[config.mk]
export PLATFORM = sky130hd
export DESIGN_NAME = dual_fetch_unit
export DESIGN_NICKNAME = d
export VERILOG_FILES = /design/src/rtl/dual_fetch_unit_pkg.sv /design/src/rtl/dual_fetch_unit_queue.sv /design/src/rtl/dual_fetch_unit.sv
export SDC_FILE = /design/constraint.sdc
export NUM_CORES = 1
export LEC_CHECK = 0
export ABC_CLOCK_PERIOD_IN_PS = 4700
export BUFFER_PORTS_ARGS = -buffer_cell sky130_fd_sc_hd__buf_4
export CORE_UTILIZATION = 45
export CTS_CLUSTER_DIAMETER = 200
export DETAILED_ROUTE_END_ITERATION = 10
export GPL_ROUTABILITY_DRIVEN = 0
export PLACE_DENSITY_LB_ADDON = 0.1
export SYNTH_ARGS = -nofsm -noshare
export SYNTH_HDL_FRONTEND = slang
export SYNTH_SLANG_ARGS = --single-unit
[constraint.sdc]
create_clock -name clk -period 4.7 [get_ports clk]
set_input_delay 0.94 -clock clk [delete_from_list [all_inputs] [get_ports clk]]
set_output_delay 0.94 -clock clk [all_outputs]
set_load 0.03 [all_outputs]
[src/rtl/dual_fetch_unit_pkg.sv]
// kl_fetch_pkg: shared constants and types for the dual-issue fetch front end.
//   PC_W / INSN_W : default address and instruction widths
//   pc_t / insn_t : address and instruction word types
//   TAKE_*        : encoding of the issue stage's per-cycle consume count
package kl_fetch_pkg;

   localparam int PC_W   = 9;
   localparam int INSN_W = 16;

   typedef logic [PC_W-1:0]   pc_t;
   typedef logic [INSN_W-1:0] insn_t;

   localparam logic [1:0] TAKE_NONE = 2'd0;
   localparam logic [1:0] TAKE_ONE  = 2'd1;
   localparam logic [1:0] TAKE_TWO  = 2'd2;

endpackage

[src/rtl/dual_fetch_unit_queue.sv]
// fetch_queue: circular instruction buffer for the fetch front end.
//   clk, reset      : clock, synchronous active-high reset
//   flush_i         : drop all entries (branch redirect)
//   wr_en_i/wr_data_i : push one word at tail
//   pop_i           : words removed at head this cycle (already clamped to count_o)
//   rd0_o / rd1_o   : raw entries at head and head+1 (caller masks with count)
//   count_o         : number of valid entries
module fetch_queue
   import kl_fetch_pkg::*;
#(
   parameter int DEPTH = 4,
   parameter int W     = INSN_W,
   localparam int AW   = $clog2(DEPTH),
   localparam int CW   = AW + 1
) (
   input  logic          clk,
   input  logic          reset,
   input  logic          flush_i,
   input  logic          wr_en_i,
   input  logic [W-1:0]  wr_data_i,
   input  logic [1:0]    pop_i,
   output logic [W-1:0]  rd0_o,
   output logic [W-1:0]  rd1_o,
   output logic [CW-1:0] count_o
);

   logic [W-1:0]  mem_q [DEPTH];
   logic [AW-1:0] head_q, tail_q;
   logic [CW-1:0] count_q;

   // Storage has no reset; entries are only observed through count.
   always_ff @(posedge clk) begin
      if (wr_en_i && !reset && !flush_i) mem_q[tail_q] <= wr_data_i;
   end

   always_ff @(posedge clk) begin
      if (reset || flush_i) begin
         head_q  <= '0;
         tail_q  <= '0;
         count_q <= '0;
      end else begin
         // Pointers wrap naturally because DEPTH is a power of two.
         tail_q  <= tail_q + AW'(wr_en_i);
         head_q  <= head_q + AW'(pop_i);
         count_q <= count_q + CW'(wr_en_i) - CW'(pop_i);
      end
   end

   assign rd0_o   = mem_q[head_q];
   assign rd1_o   = mem_q[head_q + AW'(1)];
   assign count_o = count_q;

endmodule

[src/rtl/dual_fetch_unit.sv]
// dual_fetch_unit: instruction fetch front end feeding the p0/p1 issue pair.
//   clk, reset                 : clock, synchronous active-high reset
//   imem_addr/imem_rd          : read request to the 1-cycle-latency instruction memory
//   imem_rdata                 : data for the previous cycle's request
//   p0_IR_out/p1_IR_out        : two oldest queued words (0 when not valid)
//   p0_valid/p1_valid          : queue holds >=1 / >=2 words
//   take                       : words consumed this cycle (0..2; 3 treated as 2)
//   redirect/redirect_pc       : flush the queue and refetch from redirect_pc
// ASSERT_TAKE enables the simulation check that take never exceeds the valid count.
module dual_fetch_unit #(
   parameter int              PC_W        = kl_fetch_pkg::PC_W,
   parameter int              INSN_W      = kl_fetch_pkg::INSN_W,
   parameter int              DEPTH       = 4,
   parameter logic [PC_W-1:0] RESET_PC    = '0,
   parameter bit              ASSERT_TAKE = 1'b1
) (
   input  logic              clk,
   input  logic              reset,
   output logic [PC_W-1:0]   imem_addr,
   output logic              imem_rd,
   input  logic [INSN_W-1:0] imem_rdata,
   output logic [INSN_W-1:0] p0_IR_out,
   output logic [INSN_W-1:0] p1_IR_out,
   output logic              p0_valid,
   output logic              p1_valid,
   input  logic [1:0]        take,
   input  logic              redirect,
   input  logic [PC_W-1:0]   redirect_pc
);
   import kl_fetch_pkg::*;

   localparam int CW = $clog2(DEPTH) + 1;

   logic [PC_W-1:0]   pc_q, pc_d;
   logic              inflight_q, inflight_d;
   logic [CW-1:0]     count;
   logic [INSN_W-1:0] rd0, rd1;
   logic [1:0]        take_eff, pop;
   logic              credit, wr_en;

   always_comb begin
      take_eff   = (take > TAKE_TWO) ? TAKE_TWO : take;
      // Over-take is clamped; count is at most 1 whenever it is the smaller side.
      pop        = (CW'(take_eff) > count) ? count[1:0] : take_eff;
      // Same-cycle pop is deliberately not credited, so the queue cannot overflow.
      credit     = (int'(count) + int'(inflight_q)) < DEPTH;
      // A word returning during a redirect belongs to the abandoned stream.
      wr_en      = inflight_q && !redirect && !reset;
      imem_rd    = 1'b0;
      imem_addr  = pc_q;
      pc_d       = pc_q;
      inflight_d = 1'b0;
      if (reset) begin
         imem_rd = 1'b0;
      end else if (redirect) begin
         imem_rd    = 1'b1;
         imem_addr  = redirect_pc;
         pc_d       = redirect_pc + PC_W'(1);
         inflight_d = 1'b1;
      end else if (credit) begin
         imem_rd    = 1'b1;
         pc_d       = pc_q + PC_W'(1);
         inflight_d = 1'b1;
      end
   end

   always_ff @(posedge clk) begin
      if (reset) begin
         pc_q       <= RESET_PC;
         inflight_q <= 1'b0;
      end else begin
         pc_q       <= pc_d;
         inflight_q <= inflight_d;
      end
   end

   fetch_queue #(.DEPTH(DEPTH), .W(INSN_W)) u_queue (
      .clk       (clk),
      .reset     (reset),
      .flush_i   (redirect),
      .wr_en_i   (wr_en),
      .wr_data_i (imem_rdata),
      .pop_i     (pop),
      .rd0_o     (rd0),
      .rd1_o     (rd1),
      .count_o   (count)
   );

   // Outputs are forced idle during the reset cycle itself, before state clears.
   assign p0_valid  = !reset && (count >= CW'(1));
   assign p1_valid  = !reset && (count >= CW'(2));
   assign p0_IR_out = p0_valid ? rd0 : '0;
   assign p1_IR_out = p1_valid ? rd1 : '0;

   always_ff @(posedge clk) begin
      if (ASSERT_TAKE && !reset && !redirect)
         assert (take != 2'd3 && CW'(take) <= count);
   end

endmodule

* Word level (Yosys, flattened, before mapping) *
Memory sizes are Yosys's and may differ from the RTL's. A register that Yosys moved wholly into a read port is not among the register bits.
Cells that the tools add are included.

storage, ports and cells
  memories = 1
  word-level logic and storage cells = 43
  RAM bits = 64
  input port bits = 30
  bits in registers = 17
  output and inout bits = 44

memory list
  memory         words  width  read ports  clocked after Yosys merged registers in  write ports  RTL line                     source
  u_queue.mem_q  4      16     2           1                                        1            dual_fetch_unit_queue.sv:27  logic [W-1:0] mem_q [DEPTH];

operators by class
  order comparisons = 5
  add/sub/neg operators = 8
  reductions and logical operators = 10
  muxes and demuxes = 14

operators with widths
  kind                                                                    number
  9-bit 2-to-1 mux                                                        4
  16-bit 2-to-1 mux                                                       2
  9-bit by 1-bit adder with 9-bit output (second input constant)          2
  1-bit logical AND                                                       6
  2-bit 2-to-1 mux                                                        3
  1-bit 2-to-1 mux                                                        5
  3-bit by 1-bit adder with 4-bit output                                  1
  4-bit by 3-bit < comparator with 1-bit output (second input constant)   1
  3-bit by 1-bit adder with 3-bit output                                  1
  3-bit by 1-bit >= comparator with 1-bit output (second input constant)  1
  3-bit by 2-bit >= comparator with 1-bit output (second input constant)  1
  2-bit by 3-bit > comparator with 1-bit output                           1
  3-bit by 2-bit subtractor with 3-bit output                             1
  2-bit by 1-bit adder with 2-bit output                                  1
  2-bit by 1-bit adder with 2-bit output (second input constant)          1
  2-bit adder                                                             1
  2-bit > comparator (second input constant)                              1
  1-bit zero test                                                         2
  2-bit nonzero test                                                      1
  1-bit logical OR                                                        1

* Logic depth before layout (Yosys ltp) *
Gate-level depths: netlist of run 1.

  depth after elaboration = 7
  mapped depth = 13

* Cells and area by module *
Synthesis of run 1 repeated with hierarchy kept, for this count alone.

second synthesis, totals
  cells, all modules = 296
  area, all modules = 4324.1 um2

modules (own cells, without submodules)
  module           area each (um2)  instances  sequential area each (um2)  cells an instance
  fetch_queue      3129.3           1          2062.0                      136
  dual_fetch_unit  1194.9           1          200.2                       160

* Worst setup path before layout of run 1 *
OpenSTA, ideal clock, no wires.

  path kind = input -> register
  from = in take[1]
  to = reg u_queue.count_q[2] (netlist: u_queue.count_o[2])
  path slack = 1519 ps
  library setup time = 133 ps
  arrival time = 3048 ps
  cell stages on the path = 12
  data required time = 4567 ps
  path through = ha_1 > nor2b_1 > o21ai_0 > mux2i_1 > ha_1 > inv_1 > ha_1 > inv_1 > fa_1 > xor2_1 > xnor2_1 > nor3_1

between the ends
  cells in the longest elaborated chain, start to end = 5

ends and longest elaborated chain
  what                                             RTL line                     source
  from (decl)                                      dual_fetch_unit.sv:26        input logic [1:0] take,
  2-bit > comparator                               dual_fetch_unit.sv:42        take_eff = (take > TAKE_TWO) ? TAKE_TWO : take;
  2-bit 2-to-1 mux (*)                             dual_fetch_unit.sv:42
  2-bit by 3-bit > comparator with 1-bit output    dual_fetch_unit.sv:44        pop = (CW'(take_eff) > count) ? count[1:0] : take_eff;
  2-bit 2-to-1 mux (*)                             dual_fetch_unit.sv:44
  3-bit by 2-bit subtractor with 3-bit output (*)  dual_fetch_unit_queue.sv:45  count_q <= count_q + CW'(wr_en_i) - CW'(pop_i);
  to (signal assigned)                             dual_fetch_unit_queue.sv:45
  to (decl)                                        dual_fetch_unit_queue.sv:29  logic [CW-1:0] count_q;

Every way passes the cells marked *; elsewhere a longest branch is shown, timed or not.
A chain may end at the register's enable or synchronous reset.

* Worst setup path after layout of run 1 *
  from = in reset
  to = out p0_IR_out[3]

between the ends
  cells in the longest elaborated chain, start to end = 3

ends and longest elaborated chain
  what               RTL line               source
  from (decl)        dual_fetch_unit.sv:18  input logic reset,
  1-bit zero test    -
  1-bit logical AND  dual_fetch_unit.sv:90  assign p0_valid = !reset && (count >= CW'(1));
  16-bit 2-to-1 mux  dual_fetch_unit.sv:92  assign p0_IR_out = p0_valid ? rd0 : '0;
  to (decl)          dual_fetch_unit.sv:22  output logic [INSN_W-1:0] p0_IR_out,

No other way between the ends.

==> flow_metrics.py, run 1 <==
metrics = {
    "timing": {
        "finalMaxSlewViolations": 0,
        "max_freq_mhz": 292,
        "setup_viol": 0,
        "slew_headroom": 0.340,
        "worst_pin_slew_ns": 0.990,
        "finalCriticalPeriod_ns": 3.43,
        "rsz0062_at_grt": "no",
        "finalClockSkew_ns": 0.0117,
        "hold_violations": 0,
        "setup_ws_ns": 1.27,
        "finalCritPeriodShare": 0.729,
        "tns_ns": 0,
    },
    "global_route": {
        "grt.overflow.total": 0,
        "grt_pass1_vias": 2488,
        "met1_usage": 0.235,
        "grt_most_used_layer": "met2",
        "grt_pass1_wl_mm": 13.2,
        "grt_max_degree": 34,
        "globalRouteMet3Util": 0.0383,
        "grtUsageTotal": 0.177,
        "use_met2": 0.293,
        "antenna_found_initial": 0,
    },
    "logic_synthesis": {
        "yosysWarnings": 0,
        "syn_area_sq_um": 4220,
        "synth_xor_area_frac": 0.0415,
        "synth_top_family_by_area": "multiplexers",
        "synth-edff-count": 64,
        "synthArstFlopShare": 0,
        "synth_cell_type_count": 38,
        "synth-seq-cells": 81,
        "synth_fa_ha_area_frac": 0.0285,
        "syn_nets": 320,
        "synth_ff_type": "edfxtp_1",
        "synthCells": 281,
        "synth-simple-area-share": 0.107,
        "muxShareOfSynthArea": 0.207,
        "synth_compound_area_frac": 0.0472,
        "avgSynthCellArea_sq_um": 15.0,
        "seq_area_frac_synth": 0.536,
    },
    "hold_path": {
        "hold_depth": 2,
        "hold_start": "pc_q[1]$_SDFFE_PP0N_",
        "min_to": "pc_q[1]$_SDFFE_PP0N_",
        "min_path_type": "reg2reg",
    },
    "setup_path": {
        "worstPathBufferInverterCount": 3,
        "path_delay_family": "compound AO/OA/AOI/OAI gates",
        "r2r_start": "u_queue.count_o[1]$_SDFF_PP0_",
        "crit_path_frequent_cell": "buf_4",
        "endpoint_kind": "primary output",
        "cp-start-kind": "input port",
        "rr_endpoint": "u_queue.count_o[2]$_SDFF_PP0_",
        "reg2reg_slack_ns": 1.74,
        "r2r.worst_path.cells": 13,
        "cp.arrival_ns": 2.49,
        "slowest_delay_ns": 0.82,
        "critical_path.cell_chain": "buf_4 -> inv_1 -> a21oi_2 -> nor2b_1 -> buf_4",
        "slowest_stage": "a21oi_2",
        "cp_num_cells": 5,
        "worstSetupPathType": "in2out",
        "required_ns": 3.76,
        "worstPathMaxFanout": 17,
    },
    "drt": {
        "vias": 2525,
        "wl_per_cell_microns": 17.0,
        "viasPerCell": 5.41,
        "drc": 0,
        "dr.first_iter.drc_count": 76,
        "drtAntennaViolNets": 0,
        "first_pass_iters": 4,
        "wirelength_mm": 7.92,
    },
    "placement": {
        "place_hpwl_mm": 5.57,
        "dpl_worst_slack_ns": 1.22,
        "port_buffers": 73,
    },
    "floorplan": {
        "die-area_sq_um": 9760,
        "coreArea_sq_um": 8890,
        "ios": 74,
        "die_y_microns": 98.8,
        "fp.dieW_microns": 98.8,
        "start_util": 0.474,
        "num_rows": 34,
    },
    "clock_network": {
        "ctsHtreeMaxLevel": 3,
        "cts_setup_buffers": 0,
        "hold_buffers": 0,
        "cts_buffer_depth": 2,
        "clock-root-buffer": "clkbuf_8",
        "cts.clk_slew.worst_paths_ns": 0.08,
        "clkLatencyLatePin_ns": 0.35,
        "cts_tree": "yes",
        "numCtsBuffers": 9,
        "clock-sinks": 81,
        "cts_resized": 0,
    },
    "final_layout": {
        "drive_gt1_frac": 0.421,
        "multiInputGateArea_sq_um": 1840,
        "mostFrequentLayoutCell": "buf_4",
        "area_delta_synth_final_pct": 19.9,
        "final_nets": 393,
        "fill_cells": 751,
        "register_area_sq_um": 2260,
        "mostFrequentLayoutCells": "buf_4 (77), edfxtp_1 (64), mux4_2 (32)",
        "antenna_cells": 0,
    },
    "pwr": {
        "peakVddDrop_v": 0.000228,
        "p_leak_uw": 0.00187,
        "pwr_density_cell_nw_per_um2": 362,
    },
    "status": {
        "run_status": "complete, no violations",
    },
    "job": {
        "max_cap_viol_count": 0,
    },
}
## cells in the mapped netlist (all sizes together), types with 2 or more instances
library cell	n	area, sq um
mux2	10	113
nand3	2	10.0
a211oi	5	47.5
nor3	5	25.0
and2	19	119
buf	11	77.6
mux4	32	721
a21oi	8	43.8
ha	8	100
nand2	8	30.0
inv	11	41.3
mux2i	4	40.0
clkbuf	4	15.0
nor2b	17	106
nand4	4	25.0
a221oi	2	30.0
dfxtp	17	340
xor2	11	96.3
xnor2	9	78.8
nor2	11	46.3
nand4b	3	56.3
nor3b	2	15.0
o21ai	7	35.0
edfxtp	64	1920
## flip-flops by register name, indices dropped and copies added (netlist names)
name / flops
u_queue.tail_q: 2
u_queue.head_q: 2
u_queue.mem_q: 64
u_queue.count_o: 3
pc_q: 9
inflight_q: 1
## worst max path at each step
stage | startpoint | end
6_report | reset | p0_IR_out[3]
5_1_grt | reset | p0_IR_out[7]
4_1_cts | reset | p0_IR_out[3]
3_5_place_dp | reset | p0_IR_out[3]
3_3_place_gp | reset | p0_IR_out[12]
2_1_floorplan | take[1] | u_queue.count_o[2]$_SDFF_PP0_
## cell families after synthesis
logic type	Yosys count
flip-flops	81
XOR/XNOR	20
adder cells (fa/ha/maj)	9
AND/OR/NAND/NOR	74
buffers and inverters	26
multiplexers	46
AO/OA/AOI/OAI	25
## stage by stage
stage          utilization  hold WS, ns  std cells  cell area [sq um]  total power [uW]
2_1_floorplan            -        0.486        281               4220              1190
3_3_place_gp         0.546        0.519        451               4850              1350
3_5_place_dp         0.546        0.535        451               4850              1350
4_1_cts              0.569        0.553        467               5060              1860
5_1_grt              0.569        0.577        467               5060              1930
6_report             0.569        0.552        467               5060              1830
## metal layers
| metal | up-vias | share of wire |
|---|---|---|
| met1 | 1236 | 0.45 |
| met2 | 62 | 0.50 |
| li1 | 1221 | - |
| met5 | - | 0 |
| met3 | 6 | 0.040 |
| met4 | 0 | 0.0076 |
## worst reg2reg max path, stage by stage (launching register included)
cell	delay [ns]
dfxtp_1	0.48
inv_1	0.08
ha_1	0.29
nor2b_1	0.13
o21ai_0	0.33
mux2i_1	0.29
ha_1	0.26
inv_1	0.06
ha_1	0.13
inv_1	0.05
fa_1	0.37
xor2_1	0.16
xnor2_1	0.12
nor3_1	0.13
## power breakdown
| group | internal (uW) | switching, uW |
|---|---|---|
| Clock | 250 | 253 |
| Combinational | 222 | 256 |
| Sequential | 795 | 56.8 |
| Total | 1270 | 565 |
## layout make-up
| cell class | count | share of cell area |
|---|---|---|
| clock buffers | 9 | 0.0245 |
| clock inverters | 7 | 0.0153 |
| inverters | 11 | 0.00817 |
| multi-input cells | 174 | 0.363 |
| flip-flops and latches | 81 | 0.448 |
| well taps | 108 | 0.0267 |
| repair buffers | 77 | 0.114 |
Power figures use the tool's default switching activity.
==> run 2, diff against run 1 <==
--- a/config.mk
+++ b/config.mk
@@ -5,7 +5,7 @@
 export SDC_FILE = /design/constraint.sdc
 export NUM_CORES = 1
 export LEC_CHECK = 0
-export ABC_CLOCK_PERIOD_IN_PS = 4700
+export ABC_CLOCK_PERIOD_IN_PS = 2800
 export BUFFER_PORTS_ARGS = -buffer_cell sky130_fd_sc_hd__buf_4
 export CORE_UTILIZATION = 45
 export CTS_CLUSTER_DIAMETER = 200
==> constraint.sdc (replaced) <==
create_clock -name clk -period 2.8 [get_ports clk]
set_input_delay 0.56 -clock clk [delete_from_list [all_inputs] [get_ports clk]]
set_output_delay 0.56 -clock clk [all_outputs]
set_load 0.03 [all_outputs]
==> run 2 against run 1 <==
Effect of this change:
- non-clock buffer count grew 14
- design area grew 2.2%
- combinational power grew 87%
- final cell count grew 3.0%
- via count grew 2.9%
- clock skew shrank 0.0020 ns
- routed wire length grew 2.4%
- first-iteration DRC count shrank 21%
- die area is the same
- critical path depth grew 9
- global-route usage grew 0.31 points
- register-to-register slack lost 1.5 ns
- critical path type is now in2reg
==> flow_metrics.py, run 2 (synthesis gave the netlist of run 1 again) <==
metrics = {
    "timing": {
        "finalMaxSlewViolations": 0,
        "slew_headroom": 0.796,
        "finalClockSkew_ns": 0.00968,
        "worst_pin_slew_ns": 0.306,
        "tns_ns": 0,
        "hold_violations": 0,
        "finalCritPeriodShare": 0.918,
        "finalCriticalPeriod_ns": 2.57,
        "max_freq_mhz": 389,
        "setup_viol": 0,
    },
    "setup_path": {
        "r2r_start": "u_queue.count_o[1]$_SDFF_PP0_",
        "worstSetupPathType": "in2reg",
        "reg2reg_slack_ns": 0.24,
        "cp.arrival_ns": 2.84,
        "worstPathMaxFanout": 3,
        "cp-start-kind": "input port",
        "r2r.worst_path.cells": 13,
        "rr_endpoint": "u_queue.count_o[2]$_SDFF_PP0_",
        "required_ns": 3.07,
        "endpoint_kind": "flop",
    },
    "floorplan": {
        "fp.dieW_microns": 98.8,
        "coreArea_sq_um": 8890,
        "die-area_sq_um": 9760,
        "ios": 74,
        "start_util": 0.474,
        "num_rows": 34,
        "die_y_microns": 98.8,
    },
    "drt": {
        "viasPerCell": 5.40,
        "wirelength_mm": 8.12,
        "vias": 2598,
        "drtAntennaViolNets": 0,
        "drc": 0,
        "m1WireLength_mm": 3.60,
        "first_pass_iters": 4,
        "wl_per_cell_microns": 16.9,
        "met2_length_mm": 4.05,
        "top_layer": "met4",
        "dr.first_iter.drc_count": 60,
        "dr_wl_met3_microns": 384,
    },
    "placement": {
        "place_area_sq_um": 4980,
        "dp.cells": 465,
        "port_buffers": 73,
        "place_hpwl_mm": 5.78,
    },
    "global_route": {
        "grt_pass1_wl_mm": 13.5,
        "antenna_found_initial": 0,
        "grt_pass1_vias": 2642,
        "grt_max_degree": 27,
        "grtUsageTotal": 0.180,
        "grt.overflow.total": 0,
    },
    "final_layout": {
        "utilization": 0.581,
        "top_register": "u_queue.mem_q",
        "mostFrequentLayoutCell": "buf_4",
        "fin_area_sq_um": 5160,
        "mostFrequentLayoutCells": "buf_4 (89), edfxtp_1 (64), mux4_2 (32)",
        "largest_reg_flops": 64,
        "final_nets": 407,
        "area_delta_synth_final_pct": 22.5,
        "drive_gt1_frac": 0.445,
        "antenna_cells": 0,
        "fin_cells": 481,
    },
    "pwr": {
        "switchingPower_uw": 973,
        "pwr_density_cell_nw_per_um2": 591,
        "p_seq_frac": 0.455,
        "peakVddDrop_v": 0.000318,
        "p_int_uw": 2080,
        "clkPwrFrac": 0.251,
        "power_frac_comb": 0.294,
        "p_leak_uw": 0.00194,
        "p_sw_frac": 0.319,
    },
    "clock_network": {
        "cts_tree": "yes",
        "numCtsBuffers": 9,
        "clock-root-buffer": "clkbuf_8",
        "cts_buffer_depth": 2,
        "ctsHtreeMaxLevel": 3,
        "cts_setup_buffers": 0,
        "cts_resized": 0,
        "clock-sinks": 81,
        "cts.clk_slew.worst_paths_ns": 0.09,
        "clkLatencyLatePin_ns": 0.34,
        "hold_buffers": 0,
    },
    "hold_path": {
        "min_to": "u_queue.mem_q[2][3]$_DFFE_PP_",
        "min_path_type": "in2reg",
        "hold_depth": 1,
        "hold_start": "imem_rdata[3]",
    },
    "status": {
        "run_status": "complete, no violations",
    },
    "job": {
        "max_cap_viol_count": 0,
    },
}
## run 2: stage by stage
step                total power, uW  setup WS [ns]  hold WS (ns)
global route                   3210       -0.00805         0.386
detailed placement             2320         -0.140         0.517
global placement               2310        -0.0534         0.522
CTS                            3080          0.166         0.390
finish                         3050          0.230         0.405
floorplan                      2000         0.0364         0.486
## run 2: power groups by stage
stage / Sequential (uW) / Combinational [uW] / Clock [uW]
final: 1390 / 896 / 766
after global routing: 1400 / 975 / 841
after CTS: 1390 / 905 / 789
after detailed placement: 1420 / 903 / 0
after global placement: 1420 / 891 / 0
after floorplan: 1400 / 607 / 0
## run 2: worst max-delay path, stage by stage
cell	delay [ns]
buf_4	0.12
nand2b_1	0.15
ha_1	0.27
a21oi_1	0.17
o21ai_2	0.09
mux2i_1	0.22
ha_1	0.26
inv_1	0.05
ha_1	0.13
inv_1	0.05
fa_1	0.36
xor2_1	0.16
xnor2_1	0.12
nor3_1	0.12
## run 2: how the worst max path moves through the flow
stage | end | depth (start not counted) | start
2_1_floorplan | u_queue.mem_q[1][0]$_DFFE_PP_ | 5 | redirect
3_3_place_gp | u_queue.count_o[2]$_SDFF_PP0_ | 14 | take[1]
3_5_place_dp | u_queue.count_o[2]$_SDFF_PP0_ | 13 | take[1]
4_1_cts | u_queue.count_o[2]$_SDFF_PP0_ | 13 | u_queue.count_o[1]$_SDFF_PP0_
5_1_grt | u_queue.count_o[2]$_SDFF_PP0_ | 13 | u_queue.count_o[1]$_SDFF_PP0_
6_report | u_queue.count_o[2]$_SDFF_PP0_ | 14 | take[1]
## run 2: area by class of cell
| type | instances | area (sq um) |
|---|---|---|
| clock inverters | 7 | 52.6 |
| flip-flops and latches | 81 | 2260 |
| fillers | 759 | 3730 |
| inverters | 11 | 41.3 |
| well taps | 108 | 135 |
| clock buffers | 9 | 124 |
| repair buffers | 91 | 708 |
| multi-input cells | 174 | 1840 |
## run 2: per-layer routing
metal  vias up  global-route usage
met5         -                   0
met4         0              0.0551
met1      1277               0.232
li1       1250                   -
met3         6              0.0397
met2        65               0.306
==> run 3, diff against run 2 <==
--- a/config.mk
+++ b/config.mk
@@ -5,7 +5,7 @@
 export SDC_FILE = /design/constraint.sdc
 export NUM_CORES = 1
 export LEC_CHECK = 0
-export ABC_CLOCK_PERIOD_IN_PS = 2800
+export ABC_CLOCK_PERIOD_IN_PS = 2470
 export BUFFER_PORTS_ARGS = -buffer_cell sky130_fd_sc_hd__buf_4
 export CORE_UTILIZATION = 45
 export CTS_CLUSTER_DIAMETER = 200
==> constraint.sdc (replaced) <==
create_clock -name clk -period 2.47 [get_ports clk]
set_input_delay 0.494 -clock clk [delete_from_list [all_inputs] [get_ports clk]]
set_output_delay 0.494 -clock clk [all_outputs]
set_load 0.03 [all_outputs]
==> run 3 against run 2 <==
Effect of this change:
- total power up 26%
- critical path depth down 1
- clock-buffer cell count is 1 higher
- setup slack lost 0.31 ns
- largest power group unchanged
- the flow now finishes with violations (setup timing)
- die area did not move
- combinational power is 25% higher
- clock power increased by 50%
- sequential share of layout area is 2.1 points lower
- core utilization rose by 3.1 points
- critical endpoint unchanged
- first-iteration DRC count grew 38%
- design area up 5.3%
==> flow_metrics.py, run 3 (synthesis gave the netlist of run 1 again) <==
metrics = {
    "job": {
        "max_cap_viol_count": 0,
    },
    "final_layout": {
        "mostFrequentLayoutCell": "buf_4",
        "fill_cells": 676,
        "drive_gt1_frac": 0.487,
        "final_nets": 416,
        "top_register": "u_queue.mem_q",
        "antenna_cells": 0,
        "largest_reg_flops": 64,
        "mostFrequentLayoutCells": "buf_4 (93), edfxtp_1 (64), mux4_2 (32)",
        "fin_area_sq_um": 5440,
        "area_delta_synth_final_pct": 29.0,
    },
    "clock_network": {
        "cts_buffer_depth": 2,
        "hold_buffers": 0,
        "ctsHtreeMaxLevel": 3,
        "cts_tree": "yes",
        "cts.clk_slew.worst_paths_ns": 0.09,
        "clkLatencyLatePin_ns": 0.35,
        "clock-sinks": 81,
        "numCtsBuffers": 9,
        "clock-root-buffer": "clkbuf_8",
    },
    "setup_path": {
        "crit_path_frequent_cell": "inv_2",
        "worstPathBufferInverterCount": 3,
        "rr_endpoint": "u_queue.count_o[2]$_SDFF_PP0_",
        "cp-start-kind": "flop",
        "r2r.worst_path.cells": 13,
        "critical_path.cell_chain": "inv_2 -> ha_4 -> nor2b_4 -> o21ai_2 -> mux2i_1 -> ha_1 -> inv_1 -> ha_2 -> inv_2 -> fa_2 -> xor2_2 -> xnor2_1 -> nor3_1",
        "slowest_stage": "fa_2",
        "cp.arrival_ns": 2.82,
        "worstSetupPathType": "reg2reg",
        "path_delay_family": "adder cells",
        "endpoint_kind": "flop",
        "reg2reg_slack_ns": -0.08,
        "r2r_start": "u_queue.count_o[1]$_SDFF_PP0_",
        "slowest_delay_ns": 0.40,
        "required_ns": 2.74,
        "worstPathMaxFanout": 2,
    },
    "status": {
        "violations": "setup timing",
        "run_status": "complete, but fails checks",
    },
    "floorplan": {
        "ios": 74,
        "start_util": 0.474,
        "coreArea_sq_um": 8890,
        "die_y_microns": 98.8,
        "fp.dieW_microns": 98.8,
        "die-area_sq_um": 9760,
        "num_rows": 34,
    },
    "timing": {
        "finalClockSkew_ns": 0.00839,
        "setup_ws_ns": -0.0758,
        "finalCritPeriodShare": 1.03,
        "tns_ns": -0.0758,
        "slew_headroom": 0.747,
        "finalMaxSlewViolations": 0,
        "finalCriticalPeriod_ns": 2.55,
        "worst_pin_slew_ns": 0.380,
        "max_freq_mhz": 393,
        "rsz0062_at_grt": "yes",
        "setup_viol": 1,
        "hold_violations": 0,
        "holdWs_ns": 0.345,
    },
    "global_route": {
        "grt_pass1_wl_mm": 13.9,
        "grt.overflow.total": 0,
        "grtUsageTotal": 0.188,
        "antenna_found_initial": 0,
        "globalRouteMet3Util": 0.0440,
        "use_met2": 0.315,
        "grt_pass1_vias": 2665,
        "grt_max_degree": 28,
        "met1_usage": 0.246,
        "grt_most_used_layer": "met2",
    },
    "placement": {
        "place_hpwl_mm": 5.95,
        "dpl_worst_slack_ns": -0.386,
        "port_buffers": 73,
        "place_area_sq_um": 5110,
    },
    "hold_path": {
        "min_to": "u_queue.mem_q[2][15]$_DFFE_PP_",
        "hold_depth": 1,
        "hold_start": "imem_rdata[15]",
        "min_path_type": "in2reg",
    },
    "drt": {
        "drc": 0,
        "dr.first_iter.drc_count": 83,
        "first_pass_iters": 4,
        "wirelength_mm": 8.53,
        "wl_per_cell_microns": 17.4,
        "drtAntennaViolNets": 0,
        "viasPerCell": 5.40,
        "vias": 2646,
    },
    "pwr": {
        "power_uw": 3840,
        "peakVddDrop_v": 0.000345,
        "p_leak_uw": 0.00204,
        "pwr_density_cell_nw_per_um2": 706,
    },
}
==> run 3: area by class of cell <==
class | count | area (sq um) | area share
flip-flops and latches | 81 | 2270 | 0.417
multi-input cells | 174 | 1910 | 0.352
clock inverters | 6 | 115 | 0.0212
clock buffers | 10 | 128 | 0.0235
inverters | 11 | 41.3 | 0.00759
well taps | 108 | 135 | 0.0248
repair buffers | 100 | 838 | 0.154
==> run 3: what timing repair did <==
item | CTS | global route
endpoints found under the setup margin | 1 | 14
buffers inserted | 2 | 1
resized for setup | 2 | 11
pin swaps | 4 | 8
==> run 3: worst register-to-register path, stage by stage (launching register included) <==
cell and delay, ns:
dfxtp_2 0.34, inv_2 0.04, ha_4 0.21, nor2b_4 0.12, o21ai_2 0.15, mux2i_1 0.26
ha_1 0.26, inv_1 0.06, ha_2 0.16, inv_2 0.04, fa_2 0.40, xor2_2 0.16
xnor2_1 0.12, nor3_1 0.15
==> run 3: worst max path at each step <==
stage,from,to,cells after the start
after global placement,take[1],u_queue.count_o[2]$_SDFF_PP0_,13
after detailed placement,take[1],u_queue.count_o[2]$_SDFF_PP0_,13
after CTS,u_queue.count_o[1]$_SDFF_PP0_,u_queue.count_o[2]$_SDFF_PP0_,13
final,u_queue.count_o[1]$_SDFF_PP0_,u_queue.count_o[2]$_SDFF_PP0_,13
after global routing,u_queue.count_o[1]$_SDFF_PP0_,u_queue.count_o[2]$_SDFF_PP0_,13
after floorplan,take[1],u_queue.count_o[2]$_SDFF_PP0_,12
==> run 3: metal layers <==
layer / up-vias / part of all wire
met5: - / 0
met3: 4 / 0.055
met2: 82 / 0.52
li1: 1272 / -
met1: 1288 / 0.43
met4: 0 / 0.0028
==> run 3: stage by stage <==
stage | utilization | cells
finish | 0.612 | 490
global route | 0.612 | 490
CTS | 0.604 | 489
detailed placement | 0.575 | 471
global placement | 0.575 | 471
floorplan | - | 281
==> run 3: where the power goes <==
part	total [uW]	switching [uW]	leakage, uW	internal (uW)
logic	1120	584	0.00120	534
clock network	1150	477	0.000117	677
registers	1570	51.6	0.000720	1510
